**src/rtl/alu_exec_ctrl.sv**
```systemverilog
// rtl/alu_exec_ctrl.sv - execute-stage sequencer around the 32-bit ALU with writeback handshake
// Optional ALU_EXEC_OVERLAP_EN lets a new instruction be accepted on the same edge as the writeback handshake.
module alu_exec_ctrl #(
  parameter int MUL_CYCLES = 3
) (
  input  logic        clk,
  input  logic        rst,
  input  logic        in_valid,
  output logic        in_ready,
  input  logic [3:0]  in_opcode,
  input  logic [3:0]  in_cond,
  input  logic        in_s,
  input  logic [2:0]  in_sr_cont,
  input  logic [4:0]  in_sr_bit,
  input  logic [15:0] in_imm,
  input  logic [3:0]  in_rd,
  input  logic [31:0] in_op1,
  input  logic [31:0] in_op2,
  output logic [31:0] alu_in1,
  output logic [31:0] alu_in2,
  output logic [3:0]  alu_opcode,
  output logic [3:0]  alu_cond,
  output logic        alu_s,
  output logic [2:0]  alu_sr_cont,
  output logic [4:0]  alu_sr_bit,
  output logic [15:0] alu_imm,
  input  logic [31:0] alu_out,
  input  logic [3:0]  alu_flags,
  input  logic        alu_cond_met,
  output logic        wb_valid,
  input  logic        wb_ready,
  output logic        wb_we,
  output logic [3:0]  wb_rd,
  output logic [31:0] wb_data,
  output logic [3:0]  flags_q
);

  typedef enum logic [1:0] {S_IDLE, S_EXEC, S_MUL_WAIT, S_WB} state_t;

  localparam bit         MUL_MULTI = (MUL_CYCLES > 1);
  localparam logic [3:0] MUL_LOAD  = 4'(MUL_CYCLES - 2);

  state_t      r_state;
  logic [3:0]  r_cnt;
  logic [3:0]  r_rd;
  logic        w_accept;
  logic        w_wb_hs;
  logic        w_is_mul;
  logic        w_wr_op;
  logic        w_flag_op;
  logic        w_capture;

`ifdef ALU_EXEC_OVERLAP_EN
  assign in_ready = ~rst & ((r_state == S_IDLE) | ((r_state == S_WB) & wb_ready));
`else
  assign in_ready = ~rst & (r_state == S_IDLE);
`endif

  assign wb_valid  = (r_state == S_WB);
  assign w_accept  = in_valid & in_ready;
  assign w_wb_hs   = wb_valid & wb_ready;
  assign w_is_mul  = (alu_opcode == 4'b0010);
  // Opcodes 0000..0111 and MOVI write a register; CMP, STR and undefined ones do not.
  assign w_wr_op   = ~alu_opcode[3] | (alu_opcode == 4'b1101);
  assign w_flag_op = alu_s | (alu_opcode == 4'b1011);
  assign w_capture = ((r_state == S_EXEC) & ~(w_is_mul & MUL_MULTI)) |
                     ((r_state == S_MUL_WAIT) & (r_cnt == 4'd0));

  always_ff @(posedge clk or posedge rst) begin
    if (rst) begin
      r_state     <= S_IDLE;
      r_cnt       <= 4'd0;
      r_rd        <= 4'd0;
      alu_in1     <= 32'd0;
      alu_in2     <= 32'd0;
      alu_opcode  <= 4'd0;
      alu_cond    <= 4'd0;
      alu_s       <= 1'b0;
      alu_sr_cont <= 3'd0;
      alu_sr_bit  <= 5'd0;
      alu_imm     <= 16'd0;
      wb_we       <= 1'b0;
      wb_rd       <= 4'd0;
      wb_data     <= 32'd0;
      flags_q     <= 4'd0;
    end else begin
      if (w_accept) begin
        alu_in1     <= in_op1;
        alu_in2     <= in_op2;
        alu_opcode  <= in_opcode;
        alu_cond    <= in_cond;
        alu_s       <= in_s;
        alu_sr_cont <= in_sr_cont;
        alu_sr_bit  <= in_sr_bit;
        alu_imm     <= in_imm;
        r_rd        <= in_rd;
      end

      // A failed condition still yields a beat, but with zero data and no write.
      if (w_capture) begin
        wb_data <= alu_cond_met ? alu_out : 32'd0;
        wb_rd   <= r_rd;
        wb_we   <= alu_cond_met & w_wr_op;
        if (alu_cond_met & w_flag_op)
          flags_q <= alu_flags;
      end

      case (r_state)
        S_IDLE: begin
          if (w_accept)
            r_state <= S_EXEC;
        end
        S_EXEC: begin
          if (w_is_mul & MUL_MULTI) begin
            r_cnt   <= MUL_LOAD;
            r_state <= S_MUL_WAIT;
          end else begin
            r_state <= S_WB;
          end
        end
        S_MUL_WAIT: begin
          if (r_cnt == 4'd0)
            r_state <= S_WB;
          else
            r_cnt <= r_cnt - 4'd1;
        end
        S_WB: begin
          if (w_wb_hs)
            r_state <= w_accept ? S_EXEC : S_IDLE;
        end
        default: r_state <= S_IDLE;
      endcase
    end
  end

endmodule

```
**config.mk**
```make
export PLATFORM = sky130hd
export DESIGN_NAME = alu_exec_ctrl
export DESIGN_NICKNAME = d
export VERILOG_FILES = /design/src/rtl/alu_exec_ctrl.sv
export SDC_FILE = /design/constraint.sdc
export NUM_CORES = 1
export LEC_CHECK = 0
export CORE_UTILIZATION = 25
export DETAILED_ROUTE_END_ITERATION = 12
export PLACE_DENSITY = 0.65
export SYNTH_ARGS = -nofsm -noshare
export SYNTH_HDL_FRONTEND = slang
export SYNTH_SLANG_ARGS = --single-unit
export TNS_END_PERCENT = 1
```
**constraint.sdc**
```tcl
create_clock -name clk -period 7.64 [get_ports clk]
set_clock_uncertainty 0.15 [all_clocks]
set_input_delay 1.91 -clock clk [delete_from_list [all_inputs] [get_ports clk]]
set_output_delay 1.91 -clock clk [all_outputs]
set_load 0.02 [all_outputs]
```
Yosys cells after proc, flatten, opt, wreduce, memory -nomap -nowiden --
Cells that the tools add are included.
Operators by class: add/subtract/negate cells 1, equality and inequality tests 11, mux-type cells 10, bitwise logic cells 13, reduce and logical (&&, ||, !) cells 6
Operators by type and width (count):
- 2-to-1 mux 32 bit | 1
- == test 4 bit, second input constant | 2
- 2-to-1 mux 4 bit | 2
- case mux 2 bit (4 select lines) | 1
- case mux 4 bit (2 select lines) | 1
- bitwise AND 1 bit | 7
- 2-to-1 mux 2 bit | 3
- != test 2 bit, second input constant | 3
- AND reduction 3 bit | 2
- == test 2 bit, second input constant | 2
- == test 4 x 2 -> 1 bit, second input constant | 1
- logical NOT 4 bit | 1
- != test 2 x 1 -> 1 bit, second input constant | 2
- subtractor 4 x 1 -> 4 bit, second input constant | 1
- NOT 1 bit | 3
- bitwise OR 1 bit | 3
- == test 2 x 1 -> 1 bit, second input constant | 1
- logical NOT 2 bit | 1
- 2-to-1 mux 1 bit | 2
- AND reduction 2 bit | 1
- nonzero test 2 bit | 1
Word-level totals: register bits after elaboration 148, bits of input ports 142, logic and storage cells 56

Depth between registers and ports, before layout --
Gate-level depths: netlist (run 1).
depth after elaboration 6, gate-level depth with buffers 8, mapped depth without buffers 6

Least setup slack after synthesis (run 1) --
No wires, ideal clock.
path type input -> output, start input port rst, end output port in_ready, arrival 2.198 ns, data required time 5.580 ns, slack 3.382 ns, stages 1, buffers on the path 0, path through and2b_1
Between the ends: cells in the longest elaborated chain, start to end 2
RTL lines:
- from (decl) | RTL line 7 | input logic rst,
- NOT 1 bit | RTL line 56 | assign in_ready = ~rst & (r_state == S_IDLE);
- bitwise AND 1 bit | RTL line 56
- to (decl) | RTL line 9 | output logic in_ready,
No other way between the ends.

Worst setup path in the final report (run 1) --
Ends and elaborated chain as after synthesis.

==> impl_metrics.tcl, run 1 <==
set metrics [dict create \
    post-cts-setup-buffer-count 0 \
    min_from "wb_data[11]" \
    clk_pin_slew_ns 0.06 \
    final_max_slew_viol_count 0 \
    die-area_um2 24100 \
    die_h_um 155 \
    cellInternalPower_uw 2630 \
    initial_core_util_pct 25.7 \
    max_freq_mhz 186 \
    reg2reg_to "alu_in2[4]" \
    io_pins 282 \
    nets 864 \
    worstReg2RegStart "r_state[0]" \
    ys.flop_type "dfrtp_1" \
    clockBufferDepth 2 \
    syn_nets 584 \
    overflow 0 \
    finalCritPeriodShare_pct 70.3 \
    comb_power_share_pct 47.0 \
    min_to "wb_data[11]" \
    gp_congestion 0.732 \
    numCtsBuffers 17 \
    synth_area_per_cell_um2 13.5 \
    irDropWorstVdd_mv 0.230 \
    wl_per_cell_um 15.3 \
    vias_per_cell 4.21 \
    required_ns 5.58 \
    end_kind "output pin" \
    die_w_um 155 \
    power.leakage_uw 0.00415 \
    worst_slack_ns 2.27 \
    preCtsSetupSlack_ns 2.27 \
    syn2layout_area_growth_pct 63.1 \
    synth_area_um2 5870 \
    rows 55 \
    setup_viol 0 \
    critPathLaunchType "primary input" \
    slew_headroom_pct 28.4 \
    cts_tree "built" \
    clkSinkCount 148 \
    via_count 4383 \
    hold_viol 0 \
    numPortBuffers 281 \
    syn_inst 436 \
    final_cell_mix "281 x clkdlybuf4s50_1, 148 x dfrtp_1, 103 x mux2_2, 82 x nand2_1, 34 x nand3_1" \
    pwr-share-seq_pct 32.5 \
    yosys_warnings 0 \
    wirelength_um 15900 \
    postSynthRegisterBits 148 \
    insertion_delay_ns 0.42 \
    tns_ns 0 \
    drt_pass1_iterations 5 \
    track_usage_pct 13.3 \
    synth_cell_type_count 32 \
    final_layout_size_suffix_gt1_share_pct 19.9 \
    cts_resized 0 \
    antennaDiodeCount 0 \
    p_sw_uw 1520 \
    drv_cap 0 \
    dp_hpwl_um 11200 \
    fin_crit_ns 5.37 \
    synth-seq-area-share_pct 63.1 \
    first_iter_violations 162 \
    cts_hold_buf 0 \
    arrival_ns 3.31 \
    final_common_cell "clkdlybuf4s50_1" \
    antenna_left 0 \
    drc_errors 0 \
    coreArea_um2 22800 \
    synth_edf_count 0 \
    switching_share_pct 36.7 \
    synthArstFlopShare_pct 100 \
    first_global_vias 4477 \
    worstPathMaxFanout 3 \
    r2r_slack_ns 4.73 \
    criticalPathCategory "in -> out" \
    clockPowerShare_pct 20.5 \
    cts_root_buf "clkbuf_16" \
    grt_max_degree 92 \
    rr_worst_depth 6 \
    power_density_nw_per_um2 434 \
    grt_setup_unrepaired "false" \
    grt_pass1_wl_um 24700 \
    htree_num_levels 4 \
    status "complete, no violations" \
    antenna_found_initial 0 \
    holdPathStages 2 \
    hold_class "reg -> reg" \
    worst_pin_slew_ns 1.07 \
]
==> how the worst max path moves through the flow <==
stage          from          end  slack [ns]  cells after the start
5_1_grt         rst     in_ready        2.18                      3
2_1_floorplan   rst  alu_cond[0]        1.60                      1
4_1_cts         rst     in_ready        2.26                      3
3_3_place_gp    rst     in_ready        2.27                      3
3_5_place_dp    rst     in_ready        2.27                      3
6_report        rst     in_ready        2.27                      3
==> per-layer routing <==
metal | global-route usage (%) | wire length [µm] | vias up
met3 | 4.40 | 1190 | 16
met4 | 5.46 | 238 | 0
met5 | 0 | 0 | -
met1 | 16.8 | 6870 | 2158
li1 | - | - | 2043
met2 | 21.0 | 7650 | 166
==> power groups by stage <==
stage,clock network (µW),registers (µW),logic (µW)
floorplan,0,1780,630
global placement,0,1350,1960
detailed placement,0,1360,1980
CTS,885,1350,1980
global route,923,1400,2080
finish,853,1350,1950
==> state kept, by name (all words and copies together), names as in the netlist <==
register,cells
alu_opcode,4
alu_sr_cont,3
wb_we,1
r_state,2
alu_in1,32
alu_in2,32
wb_data,32
alu_imm,16
alu_s,1
r_rd,4
alu_cond,4
alu_sr_bit,5
wb_rd,4
flags_q,4
r_cnt,4
==> cells in the mapped netlist, types with 2 or more instances <==
cell type	instances	area (µm²)
nor2_1	3	11.3
mux2_2	103	1160
buf_6	4	45.0
o21ai_0	5	25.0
buf_4	9	67.6
nand2_1	83	312
buf_2	5	25.0
a22o_1	3	26.3
dfrtp_1	148	3700
or3_1	2	12.5
nand3_1	34	170
mux2_1	2	22.5
inv_1	7	26.3
clkbuf_1	2	7.51
ha_1	6	75.1
o22ai_1	2	12.5
buf_1	3	11.3
==> cell families (layout without fill, tap and decap cells) <==
family | Yosys count | count (layout) | synth area share (%)
compound gates | 15 | 15 | 2.11
simple gates | 132 | 132 | 10.2
flops | 148 | 148 | 63.1
mux | 105 | 105 | 20.1
buf+inv | 30 | 322 | 3.11
fa+ha+maj | 6 | 6 | 1.28
==> worst max-delay path, cell delays in order <==
cell	delay [ns]
clkdlybuf4s50_1	0.49
and2b_1	0.29
clkdlybuf4s50_1	0.62
==> stage by stage <==
step	std cells	util [%]	hold slack, ns	cell area (µm²)	power [µW]
4_1_cts	1041	41.9	0.319	9570	4220
3_3_place_gp	1010	39.3	0.298	8970	3310
3_5_place_dp	1010	39.3	0.305	8970	3340
5_1_grt	1041	41.9	0.334	9570	4400
2_1_floorplan	436	-	0.290	5870	2400
6_report	1041	41.9	0.315	9570	4160
==> area by class of cell <==
type                            count  area [µm²]
Fill cell                        2195       13300
Tap cell                          313         392
Sequential cell                   148        3700
Multi-Input combinational cell    258        2010
Inverter                            7        31.3
Clock buffer                       17         425
Clock inverter                     14         169
Timing Repair Buffer              284        2840
Note: power is estimated with default switching activity, not from simulation.
==> run 2, diff against run 1 <==
==> constraint.sdc (replaced) <==
create_clock -name clk -period 5 [get_ports clk]
set_clock_uncertainty 0.15 [all_clocks]
set_input_delay 1.25 -clock clk [delete_from_list [all_inputs] [get_ports clk]]
set_output_delay 1.25 -clock clk [all_outputs]
set_load 0.02 [all_outputs]
==> run 2 against run 1 <==
Global-route usage down 0.19 points. First-iteration DRC count up 17%. Power up 52%. Die area unchanged. Critical path depth unchanged. Hold slack worse by 0.0030 ns. Sequential share of layout area down 0.12 points. Clock-buffer cell count up 2. Combinational power up 52%. Largest power group unchanged.
==> impl_metrics.tcl, run 2 (same netlist as run 1, synthesis figures left out) <==
set metrics [dict create \
    wirelength_um 15500 \
    clk_pin_slew_ns 0.06 \
    syn2layout_area_growth_pct 63.6 \
    reg2reg_to "flags_q[0]" \
    track_usage_pct 13.1 \
    rr_worst_depth 4 \
    path_cells "clkdlybuf4s50_1, and2b_1, clkdlybuf4s50_1" \
    critPathBufInv 2 \
    grt_pass1_wl_um 24500 \
    grt_max_degree 102 \
    drv_cap 0 \
    grt_setup_unrepaired "false" \
    cts_resized 0 \
    die_h_um 155 \
    nets 865 \
    vias_per_cell 4.19 \
    fin_crit_ns 4.01 \
    r2r_slack_ns 2.43 \
    numPlacedInstances 1011 \
    fillers 2197 \
    max_freq_mhz 249 \
    overflow 0 \
    final_cell_mix "281 x clkdlybuf4s50_1, 148 x dfrtp_1, 103 x mux2_2, 82 x nand2_1, 34 x nand3_1" \
    antenna_left 0 \
    critPathLaunchType "primary input" \
    final_max_slew_viol_count 0 \
    first_iter_violations 189 \
    end_kind "output pin" \
    gp_congestion 0.718 \
    setup_viol 0 \
    numCtsBuffers 17 \
    final_layout_size_suffix_gt1_share_pct 20.0 \
    drt_pass1_iterations 4 \
    min_to "wb_data[9]" \
    cpPeakStageDelay_ns 0.62 \
    die-area_um2 24100 \
    antenna_found_initial 0 \
    dp_hpwl_um 10800 \
    final_common_cell "clkdlybuf4s50_1" \
    worstPathMaxFanout 3 \
    reg_top3 "alu_in1: 32 flops, alu_in2: 32 flops, wb_data: 32 flops" \
    holdPathStages 2 \
    fin_cells 1043 \
    cts_hold_buf 0 \
    tns_ns 0 \
    preCtsSetupSlack_ns 0.991 \
    criticalPathCategory "in -> out" \
    cts_root_buf "clkbuf_16" \
    hold_viol 0 \
    slew_headroom_pct 32.2 \
    crit_family "buffers and inverters" \
    wl_per_cell_um 14.8 \
    placed_area_um2 9020 \
    via_count 4367 \
    clockBufferDepth 2 \
    power.leakage_uw 0.00415 \
    cts_tree "built" \
    antennaDiodeCount 0 \
    initial_core_util_pct 25.7 \
    rows 55 \
    arrival_ns 2.61 \
    finalCritPeriodShare_pct 80.3 \
    die_w_um 155 \
    insertion_delay_ns 0.41 \
    fin_area_um2 9600 \
    required_ns 3.60 \
    post-cts-setup-buffer-count 0 \
    min_from "wb_data[9]" \
    slowest_stage "clkdlybuf4s50_1" \
    htree_num_levels 4 \
    status "complete, no violations" \
    drc_errors 0 \
    io_pins 282 \
    power_density_nw_per_um2 656 \
    first_global_vias 4494 \
    coreArea_um2 22800 \
    clkSinkCount 148 \
    worst_pin_slew_ns 1.01 \
    numPortBuffers 281 \
    hold_class "reg -> reg" \
    worst_slack_ns 0.986 \
    crit_path_frequent_cell "clkdlybuf4s50_1" \
    irDropWorstVdd_mv 0.316 \
    worstReg2RegStart "alu_opcode[0]" \
]
-- run 2: metrics by stage --
stage	utilization, %	total power, µW	hold WS [ns]
2_1_floorplan	-	3680	0.290
3_3_place_gp	39.5	5050	0.298
3_5_place_dp	39.5	5090	0.304
4_1_cts	42.0	6410	0.319
5_1_grt	42.0	6700	0.340
6_report	42.0	6300	0.312
-- run 2: power by group --
group	switching (µW)	leakage, µW	internal [µW]
clock network	556	0.000276	716
registers	291	0.00181	1760
logic	1460	0.00207	1510
-- run 2: worst max path at each step --
stage / start / end / cells past startpoint / slack, ns
final: rst / in_ready / 3 / 0.99
after detailed placement: rst / in_ready / 3 / 0.99
after global routing: rst / in_ready / 3 / 0.93
after floorplan: rst / alu_cond[0] / 1 / 1.74
after global placement: rst / in_ready / 3 / 0.98
after CTS: rst / in_ready / 3 / 0.98
-- run 2: tightest hold or removal path: cells and delay by family, from the launching register on --
kind          cells  cell delay (ns)
simple gates      2             0.10
flops             1             0.34
-- run 2: cell type report --
class,count,area [µm²],share of cell area (%)
clock buffer,19,443,4.61
sequential,148,3700,38.6
inverter,7,30.0,0.313
multi-input combinational,258,2010,21.0
tap,313,392,4.08
clock inverter,13,136,1.42
timing repair buffer,285,2880,30.0
-- run 2: layer usage --
| metal | GRT usage (%) | wire length (µm) | up-vias |
|---|---|---|---|
| met5 | 0 | 0 | - |
| met4 | 4.76 | 300 | 0 |
| met3 | 4.87 | 1170 | 20 |
| met2 | 21.0 | 7360 | 169 |
| met1 | 16.2 | 6630 | 2130 |
| li1 | - | - | 2048 |
